File: config.mk
export PLATFORM = sky130hd
export DESIGN_NAME = fifo_word_packer
export DESIGN_NICKNAME = d
export VERILOG_FILES = /design/src/rtl/fifo_word_packer.sv
export SDC_FILE = /design/constraint.sdc
export NUM_CORES = 1
export LEC_CHECK = 0
export ABC_AREA = 1
export CELL_PAD_IN_SITES_DETAIL_PLACEMENT = 0
export CELL_PAD_IN_SITES_GLOBAL_PLACEMENT = 1
export CORE_ASPECT_RATIO = 1.25
export CORE_UTILIZATION = 34
export DETAILED_ROUTE_END_ITERATION = 8
export HOLD_SLACK_MARGIN = 0.08
export PLACE_DENSITY_LB_ADDON = 0.3
export SYNTH_ARGS = -nofsm -noshare
export SYNTH_HDL_FRONTEND = slang
export SYNTH_SLANG_ARGS = --single-unit
File: constraint.sdc
create_clock -name clk -period 1.47 [get_ports clk]
set_input_delay 0.294 -clock clk [delete_from_list [all_inputs] [get_ports clk]]
set_output_delay 0.294 -clock clk [all_outputs]
set_load 0.05 [all_outputs]
File: src/rtl/fifo_word_packer.sv
// Packs RATIO consecutive WIDTH-bit FIFO entries (first-word-fall-through read port)
// into one WIDTH*RATIO-bit word on a valid/ready output. Optional partial-word flush: PACKER_FLUSH_EN.
module fifo_word_packer #(
  parameter int WIDTH = 8,
  parameter int RATIO = 4
) (
  input  logic                     clk,
  input  logic                     rstn,
  input  logic [WIDTH-1:0]         fifo_rdata,
  input  logic                     fifo_empty,
  output logic                     fifo_ren,
  output logic [WIDTH*RATIO-1:0]   out_data,
  output logic                     out_valid,
  input  logic                     out_ready,
`ifdef PACKER_FLUSH_EN
  input  logic                     flush,
  output logic [RATIO-1:0]         out_keep,
`endif
  output logic [$clog2(RATIO):0]   lane_cnt
);

  localparam int CW = $clog2(RATIO) + 1;

  // Output handshake: a word transfers on a cycle where out_valid=1 and out_ready=1;
  // out_valid and out_data are held unchanged until that transfer.
  typedef enum logic {FILL = 1'b0, HOLD = 1'b1} state_t;

  state_t                   state_q, state_d;
  logic [CW-1:0]            cnt_q, cnt_d;
  logic [WIDTH*RATIO-1:0]   data_q, data_d;
  logic                     pop;
  logic                     flush_take;
`ifdef PACKER_FLUSH_EN
  logic [RATIO-1:0]         keep_q, keep_d;
`endif

  always_comb begin
    state_d    = state_q;
    cnt_d      = cnt_q;
    data_d     = data_q;
    flush_take = 1'b0;
`ifdef PACKER_FLUSH_EN
    keep_d     = keep_q;
    flush_take = flush && (state_q == FILL) && (cnt_q != '0);
`endif
    // A flush cycle never pops, so the emitted partial word is exactly what was collected.
    pop = rstn && !fifo_empty &&
          (((state_q == FILL) && !flush_take) || ((state_q == HOLD) && out_ready));

    case (state_q)
      FILL: begin
        if (flush_take) begin
          state_d = HOLD;
`ifdef PACKER_FLUSH_EN
          for (int k = 0; k < RATIO; k++) keep_d[k] = (CW'(k) < cnt_q);
`endif
        end else if (pop) begin
          for (int k = 0; k < RATIO; k++) begin
            if (cnt_q == CW'(k)) data_d[k*WIDTH +: WIDTH] = fifo_rdata;
          end
          cnt_d = cnt_q + CW'(1);
          if (cnt_q == CW'(RATIO - 1)) begin
            state_d = HOLD;
`ifdef PACKER_FLUSH_EN
            keep_d  = '1;
`endif
          end
        end
      end
      HOLD: begin
        if (out_ready) begin
          state_d = FILL;
`ifdef PACKER_FLUSH_EN
          keep_d  = '0;
`endif
          // Zero-bubble: the entry popped during the handshake starts the next word.
          if (pop) begin
            data_d[WIDTH-1:0] = fifo_rdata;
            cnt_d             = CW'(1);
          end else begin
            cnt_d = '0;
          end
        end
      end
      default: state_d = FILL;
    endcase
  end

  always_ff @(posedge clk or negedge rstn) begin
    if (!rstn) begin
      state_q <= FILL;
      cnt_q   <= '0;
      data_q  <= '0;
`ifdef PACKER_FLUSH_EN
      keep_q  <= '0;
`endif
    end else begin
      state_q <= state_d;
      cnt_q   <= cnt_d;
      data_q  <= data_d;
`ifdef PACKER_FLUSH_EN
      keep_q  <= keep_d;
`endif
    end
  end

  assign fifo_ren  = pop;
  assign out_data  = data_q;
  assign out_valid = (state_q == HOLD);
  assign lane_cnt  = cnt_q;
`ifdef PACKER_FLUSH_EN
  assign out_keep  = keep_q;
`endif

endmodule

After elaboration in Yosys (flattened, before gate mapping)
Index checks and enable logic that the tools add are counted.
W data, S select, Z words.
{ "totals": {"reg_bits": 36, "latch_bits": 0, "ramBits": 0, "rom_bits": 0, "inputBits": 12, "out_inout_bits": 37, "wordCells": 39, "n_memories": 0} }
{ "classes": {"n_addsub": 1, "mul": 0, "div": 0, "magnitude_cmp": 0, "n_eq_ne": 7, "shifts": 0, "n_mux": 13, "n_bitwise": 1, "n_reduce_logical": 11} }
{ "ops": {"columns": ["cell", "n"], "rows": [
  ["$mux W8", 4],
  ["$pmux W8 S2", 1],
  ["$reduce_and A3 Y1", 3],
  ["$eq A3 B2 Y1 const B", 2],
  ["$mux W3", 2],
  ["$ne A2 B2 Y1 const B", 3],
  ["$pmux W3 S2", 1],
  ["$mux W1", 4],
  ["$reduce_and A4 Y1", 1],
  ["$add A3 B1 Y3 const B", 1],
  ["$eq A3 B1 Y1 const B", 1],
  ["$logic_and A1 B1 Y1", 3],
  ["$logic_not A3 Y1", 1],
  ["$ne A2 B1 Y1 const B", 1],
  ["$pmux W1 S2", 1],
  ["$reduce_and A2 Y1", 1],
  ["$logic_not A1 Y1", 1],
  ["$logic_or A1 B1 Y1", 1],
  ["$not A1 Y1", 1]
]} }

Logic depth before layout (Yosys ltp)
Gate-level depths: netlist (run 1).
{ "depth": {"ltp_word": 6, "ltp_mapped": 7} }

Worst setup path before layout (run 1)
No wires, ideal clock.
{ "synth_path": {"path_type": "flip-flop to flip-flop", "startpoint": "register cnt_q[1], in the netlist lane_cnt[1]", "endpoint": "register data_q[24], in the netlist out_data[24]", "setup_ps": 119, "arrival_time_ps": 1597, "required_ps": 1351, "setup_slack_ps": -246, "path_stages_with_launch": 7, "path_buffers": 1, "cell_sequence": "dfrtp_1 ha_1 ha_1 clkbuf_1 nand2_1 nand2_1 nand2_1"} }
{ "synth_via": {"elab_chain_cells": 2} }
{ "synth_lines": {"columns": ["element", "line", "text"], "rows": [
  ["start, declared", "29", "logic [CW-1:0] cnt_q, cnt_d;"],
  ["start signal, assigned", "99", "cnt_q <= cnt_d;"],
  ["$eq A3 B2 Y1", "59", "if (cnt_q == CW'(k)) data_d[k*WIDTH +: WIDTH] = fifo_rdata;"],
  ["$reduce_and A3 Y1 (no line)", null, null],
  ["end signal, assigned", "100", "data_q <= data_d;"],
  ["end, declared", "30", "logic [WIDTH*RATIO-1:0] data_q, data_d;"]
]} }
Every way passes these cells.
A chain may end at the register's enable or synchronous reset.

Final worst setup path (run 1)
{ "layout_path": {"startpoint": "register state_q, in the netlist out_valid", "endpoint": "output port fifo_ren"} }
{ "layout_via": {"elab_chain_cells": 3, "elab_cells_between_ends": 4, "cone_classes": "bitwise: 1; reduce/logical: 3"} }
{ "layout_lines": {"columns": ["element", "line", "text"], "rows": [
  ["start, declared", "28", "state_t state_q, state_d;"],
  ["start signal, assigned", "98", "state_q <= state_d;"],
  ["$logic_and A1 B1 Y1 / $not A1 Y1 (equally long branches)", null, null],
  ["$logic_or A1 B1 Y1 (*)", "48", "(((state_q == FILL) && !flush_take) || ((state_q == HOLD) && out_ready));"],
  ["$logic_and A1 B1 Y1 (*)", "47", "pop = rstn && !fifo_empty &&"],
  ["end, declared", "11", "output logic fifo_ren,"]
]} }
Mark *: on every way between the ends. The rest lies on a longest branch, timed or not.

==> run metrics, run 1 <==
failing checks negative setup slack; FFs w/ async S/R, synth 100.0%; Post-route DRC 0; Vias 1393; Core Area 4425 µm²; most common cell in the netlist nand2_1; Psw 3.270 mW; count of final setup violators 1; outcome finished, violations left; CTS Buffer Depth 2; Post-Syn Nets 191; Syn Area/Cell 9.039 µm²; final setup skew 0.003598 ns; CTS tree done; EDFF count, synth 0; cts hold-fix bufs 0; Gate power share 61.2%; max_slew headroom 81.58%; DP Cell Count 291; synthesized flop and latch total 36; Data arrival, critical path 1.18 ns; routed len/inst 13.56 µm; Syn Inst Count 174; IO Count 49; R2R cell count 8; Final Cell Area 2744 µm²; synthesized area 1573 µm²; chip width 62.83 µm; Core Util, Final 62.00%; Int Power 4.020 mW; Die Ht 78.04 µm; WP data required 1.18 ns; reg2reg start out_valid$_DFF_PN0_; yosys warns 0; # rows 27; Worst Slack Setup Final -0.007539 ns; Main synth FF type dfrtp_1; final net count 260; Placer Congestion 0.7768; first-pass GRT wire length 6851 µm; Hold Crit Class in -> async; share of cells above drive strength 1 32.38%; worst reg-to-reg setup slack 0.14 ns; Reg power frac 27.0%; MaxCap Viol Count 0; final hold vios 0; register area share after synthesis 57.28%; power per standard cell area 2657 nW/µm²; Clock transition at path regs 0.07 ns; R2R Path End out_data[7]$_DFFE_PN0P_; n_diodes 0; grt total ovfl 0; Clk Latency, worst-skew pair 0.28 ns; Synth cell types 16; switching share of power 44.86%; Iter 0 DRT Violations 49; total power 7.290 mW; unrepaired setup endpoints after global routing yes; clock share of power 11.8%; final slew viol count 0; ranking of synthesized cells by area dfrtp_1, nand2_1, nand3_1; Total Wirelength 4094 µm; CTS H-tree depth 2; GRT Util Overall 18.41%; maximum clock rate 676.8 MHz; full die area 4903 µm²; crit-path max FO 3; launching element type of the critical path register; clk root buf clkbuf_8; post-synth top area share 57.28%; Yosys top cell by area dfrtp_1; Initial Util 35.54%; Worst Setup End Kind primary output; crit share post-route 100.5%; Post-DP HPWL 3109 µm; Pre-antenna DRT Iters 4; fin crit period 1.478 ns; cts bufs inserted 5; Max IR drop VDD 1.521 mV; Setup Crit Path Kind reg -> out; Syn-to-layout area delta 74.46%; Leakage 1.385 nW; initial antenna violation count 0; Cell Area, Placed 2605 µm²; DRT antenna net count 0; Synth top cells by count nand2_1, dfrtp_1, nand3_1, inv_1, ha_1; Tightest Pin Transition 0.2755 ns; Clock Sinks 36; largest net degree at the start of global routing 22; drt via density 4.613; vias in the first global route 1375; Port Buf Inserts 48; Post-Layout Cell Count 302
==> critical path: stages, from the launching register on <==
cell	delay, ns
dfrtp_4	0.50
inv_4	0.07
nor2_4	0.03
nor2_4	0.14
buf_12	0.15
==> per-stage QoR <==
| stage | setup TNS (ns) | hold WS, ns | setup WS [ns] |
|---|---|---|---|
| detailed placement | -7.903 | 0.5206 | -0.2746 |
| CTS | -0.02360 | 0.3184 | -0.02360 |
| global route | -0.04029 | 0.3445 | -0.04029 |
| floorplan | -0.009863 | -0.001591 | -0.001233 |
| finish | -0.007539 | 0.3069 | -0.007539 |
| global placement | -7.760 | 0.5166 | -0.2790 |
==> power groups by stage <==
stage	logic (mW)	registers (mW)	clock network (mW)
detailed placement	4.47	2.00	0
CTS	4.50	1.98	0.877
finish	4.46	1.97	0.860
floorplan	0.700	3.28	0
global route	4.68	2.04	0.906
global placement	4.43	1.99	0
==> cells in the final DEF (no fill, tap or decap), drive strengths merged <==
master,n
ha,5
clkbuf,5
buf,54
o21ai,1
nor2,6
dfrtp,36
inv,9
bufinv,1
nand3,34
xor2,1
clkinv,1
clkinvlp,1
nand2,79
dlygate4sd2,2
clkdlybuf4s50,9
==> layout make-up <==
cell class / instances / area [µm²]
Tap cell: 58 / 72.57
Clock buffer: 5 / 68.82
Fill cell: 365 / 1682
Multi-Input combinational cell: 126 / 626.9
Inverter: 9 / 36.28
Timing Repair Buffer: 65 / 988.4
Clock inverter: 3 / 42.54
Sequential cell: 36 / 908.4
==> state kept, by name, summed over array words and instances (netlist names) <==
signal     cells
out_data      32
lane_cnt       3
out_valid      1
==> kinds of logic (layout without fill, tap and decap cells) <==
kind of cell               Yosys count  in the layout  share of synthesized area (%)
AOI/OAI and AO/OA                    1              1                         0.3179
and+or+nand+nor                    119            119                          34.53
adders and majority gates            5              5                          3.978
DFF                                 36             36                          57.28
buffers and inverters               12             82                          3.341
xor gates and xnor gates             1              1                         0.5570
==> worst max path at each step <==
stage,slack [ns],start,cells after the start,to
after detailed placement,-0.27,rstn,4,fifo_ren
after global routing,-0.04,out_valid$_DFF_PN0_,4,fifo_ren
after global placement,-0.28,rstn,4,fifo_ren
final,-0.008,out_valid$_DFF_PN0_,4,fifo_ren
after CTS,-0.02,out_valid$_DFF_PN0_,4,fifo_ren
after floorplan,-0.001,out_valid$_DFF_PN0_,6,out_data[0]$_DFFE_PN0P_
==> repair_timing <==
action / 4_1_cts / 5_1_grt
cloned: 0 / 0
resized for setup: 4 / 1
setup endpoints to repair: 1 / 2
pin swaps: 1 / 0
buffers inserted: 3 / 0
==> per-layer routing <==
metal  GRT usage [%]  share of wire [%]  vias up
met4           6.279                1.1        0
met5               0                  0        -
met1           22.20                 43      664
met3           3.924                4.2        5
met2           32.28                 52       35
li1                -                  -      689
Note: power is estimated with default switching activity, not from simulation.
==> run 2: changes to the inputs <==
TNS_END_PERCENT = 10   (was default)
==> run 2 against run 1 <==
Effect of this change: the run now ends clean; core utilization is 0.76 points lower; largest cell class unchanged; global-route usage shrank 0.53 points; critical endpoint is now out_valid; critical path depth shrank 1; first-iteration DRC count down 16%; combinational power hardly changed; clock-buffer cell count unchanged; via count is 2.1% higher; non-clock buffer count down 2; cell count fell by 0.66%; sequential cell count did not move; clock power is 1% higher; register-to-register slack hardly changed.
==> run metrics, run 2 (synthesized netlist as in run 1, its figures left out) <==
Port Buf Inserts 48; CP max-delay cell dfrtp_2; maximum clock rate 694.6 MHz; n_diodes 0; Post-route DRC 0; Crit path largest cell delay 0.43 ns; most frequent cells in the layout nand2_1, buf_12, nand3_1; Largest register FFs 32; unrepaired setup endpoints after global routing yes; Leakage 1.374 nW; register area 905.9 µm²; Vias 1422; fillers 368; Worst Slack Setup Final 0.03038 ns; Hold Crit Class in -> async; GRT Util Overall 17.88%; vias in the first global route 1303; share of cells above drive strength 1 31.82%; Worst Setup End Kind primary output; WP data required 1.18 ns; # rows 27; routed len/inst 13.42 µm; CTS tree done; MaxCap Viol Count 0; drt via density 4.740; dpl ws -0.09841 ns; IO Count 49; fin crit period 1.440 ns; Clk Latency, worst-skew pair 0.29 ns; Data arrival, critical path 1.15 ns; Initial Util 35.54%; Placer Congestion 0.7633; final slew viol count 0; DRT antenna net count 0; crit-path max FO 3; Setup Crit Path Kind reg -> out; Total Wirelength 4025 µm; commonest non-fill, non-tap cell in the layout nand2_1; Clock transition at path regs 0.07 ns; full die area 4903 µm²; critical-path cell list buf_6 > buf_4 > buf_12; cts bufs inserted 5; initial antenna violation count 0; Iter 0 DRT Violations 41; Multi-input gate area 624.3 µm²; chip width 62.83 µm; clk root buf clkbuf_8; power per standard cell area 2688 nW/µm²; Core Area 4425 µm²; cts hold-fix bufs 0; Pre-antenna DRT Iters 4; final hold vios 0; first-pass GRT wire length 6499 µm; crit share post-route 97.93%; grt total ovfl 0; Post-Layout Cell Count 300; Post-DP HPWL 2997 µm; CTS H-tree depth 2; Max IR drop VDD 1.232 mV; Syn-to-layout area delta 72.32%; DP Cell Count 289; Die Ht 78.04 µm; final net count 258; final setup skew 0.004704 ns; count of final setup violators 0; Clock Sinks 36; CTS Buffer Depth 2; largest net degree at the start of global routing 37; launching element type of the critical path register; outcome finished, final reports clean; Tightest Pin Transition 0.4533 ns; Hold Slack 0.1500 ns; max_slew headroom 69.78%
run 2: what timing repair did:
item,4_1_cts,5_1_grt
setup buffers,1,2
endpoints found under the setup margin,1,1
gates resized for setup,6,0
pin swaps,1,1
run 2: layout make-up:
cell class / count / share of cell area [%]
multi-input cells: 126 / 23.04
well taps: 58 / 2.678
repair buffers: 63 / 35.41
inverters: 9 / 1.339
flip-flops and latches: 36 / 33.43
clock inverters: 3 / 1.570
clock buffers: 5 / 2.539
run 2: per-layer routing:
layer | GRT usage [%] | vias to the layer above | wire length, µm
li1 | - | 684 | -
met1 | 22.57 | 667 | 1707
met2 | 28.15 | 61 | 1945
met3 | 4.506 | 10 | 256
met4 | 9.302 | 0 | 115
met5 | 0 | - | 0
run 2: path summary, 6_finish.rpt:
check	from	end	slack, ns	depth (start not counted)
worst max-delay path	out_valid$_DFF_PN0_	out_valid	0.03	3
worst min-delay path	rstn	out_data[22]$_DFFE_PN0P_	0.15	2
worst max register to register	lane_cnt[0]$_DFFE_PN0P_	out_data[25]$_DFFE_PN0P_	0.14	5
worst min register to register	out_data[11]$_DFFE_PN0P_	out_data[11]$_DFFE_PN0P_	0.53	2
max in group asynchronous	rstn	lane_cnt[1]$_DFFE_PN0P_	0.98	2
min in group clk	rstn	lane_cnt[0]$_DFFE_PN0P_	0.42	5
run 2: through the flow:
step / setup TNS [ns] / power (mW) / area, µm² / utilization (%)
2_1_floorplan: -0.08668 / 3.979 / 1579 / -
3_3_place_gp: -0.9704 / 6.398 / 2567 / 58.02
3_5_place_dp: -1.269 / 6.439 / 2567 / 58.02
4_1_cts: -0.003769 / 7.336 / 2695 / 60.90
5_1_grt: -0.009212 / 7.622 / 2710 / 61.24
6_report: 0 / 7.284 / 2710 / 61.24
run 2: report_power, final:
part	switching, mW	internal [mW]	total (mW)	leakage, nW
clock	0.369	0.502	0.871	0.0541
sequential	0.542	1.45	1.99	0.449
combinational	2.37	2.06	4.43	0.870
run 2: worst max-delay path: cells and delay by family (launching register included):
| family | cells | cell delay (ns) |
|---|---|---|
| flops | 1 | 0.43 |
| buf+inv | 3 | 0.42 |
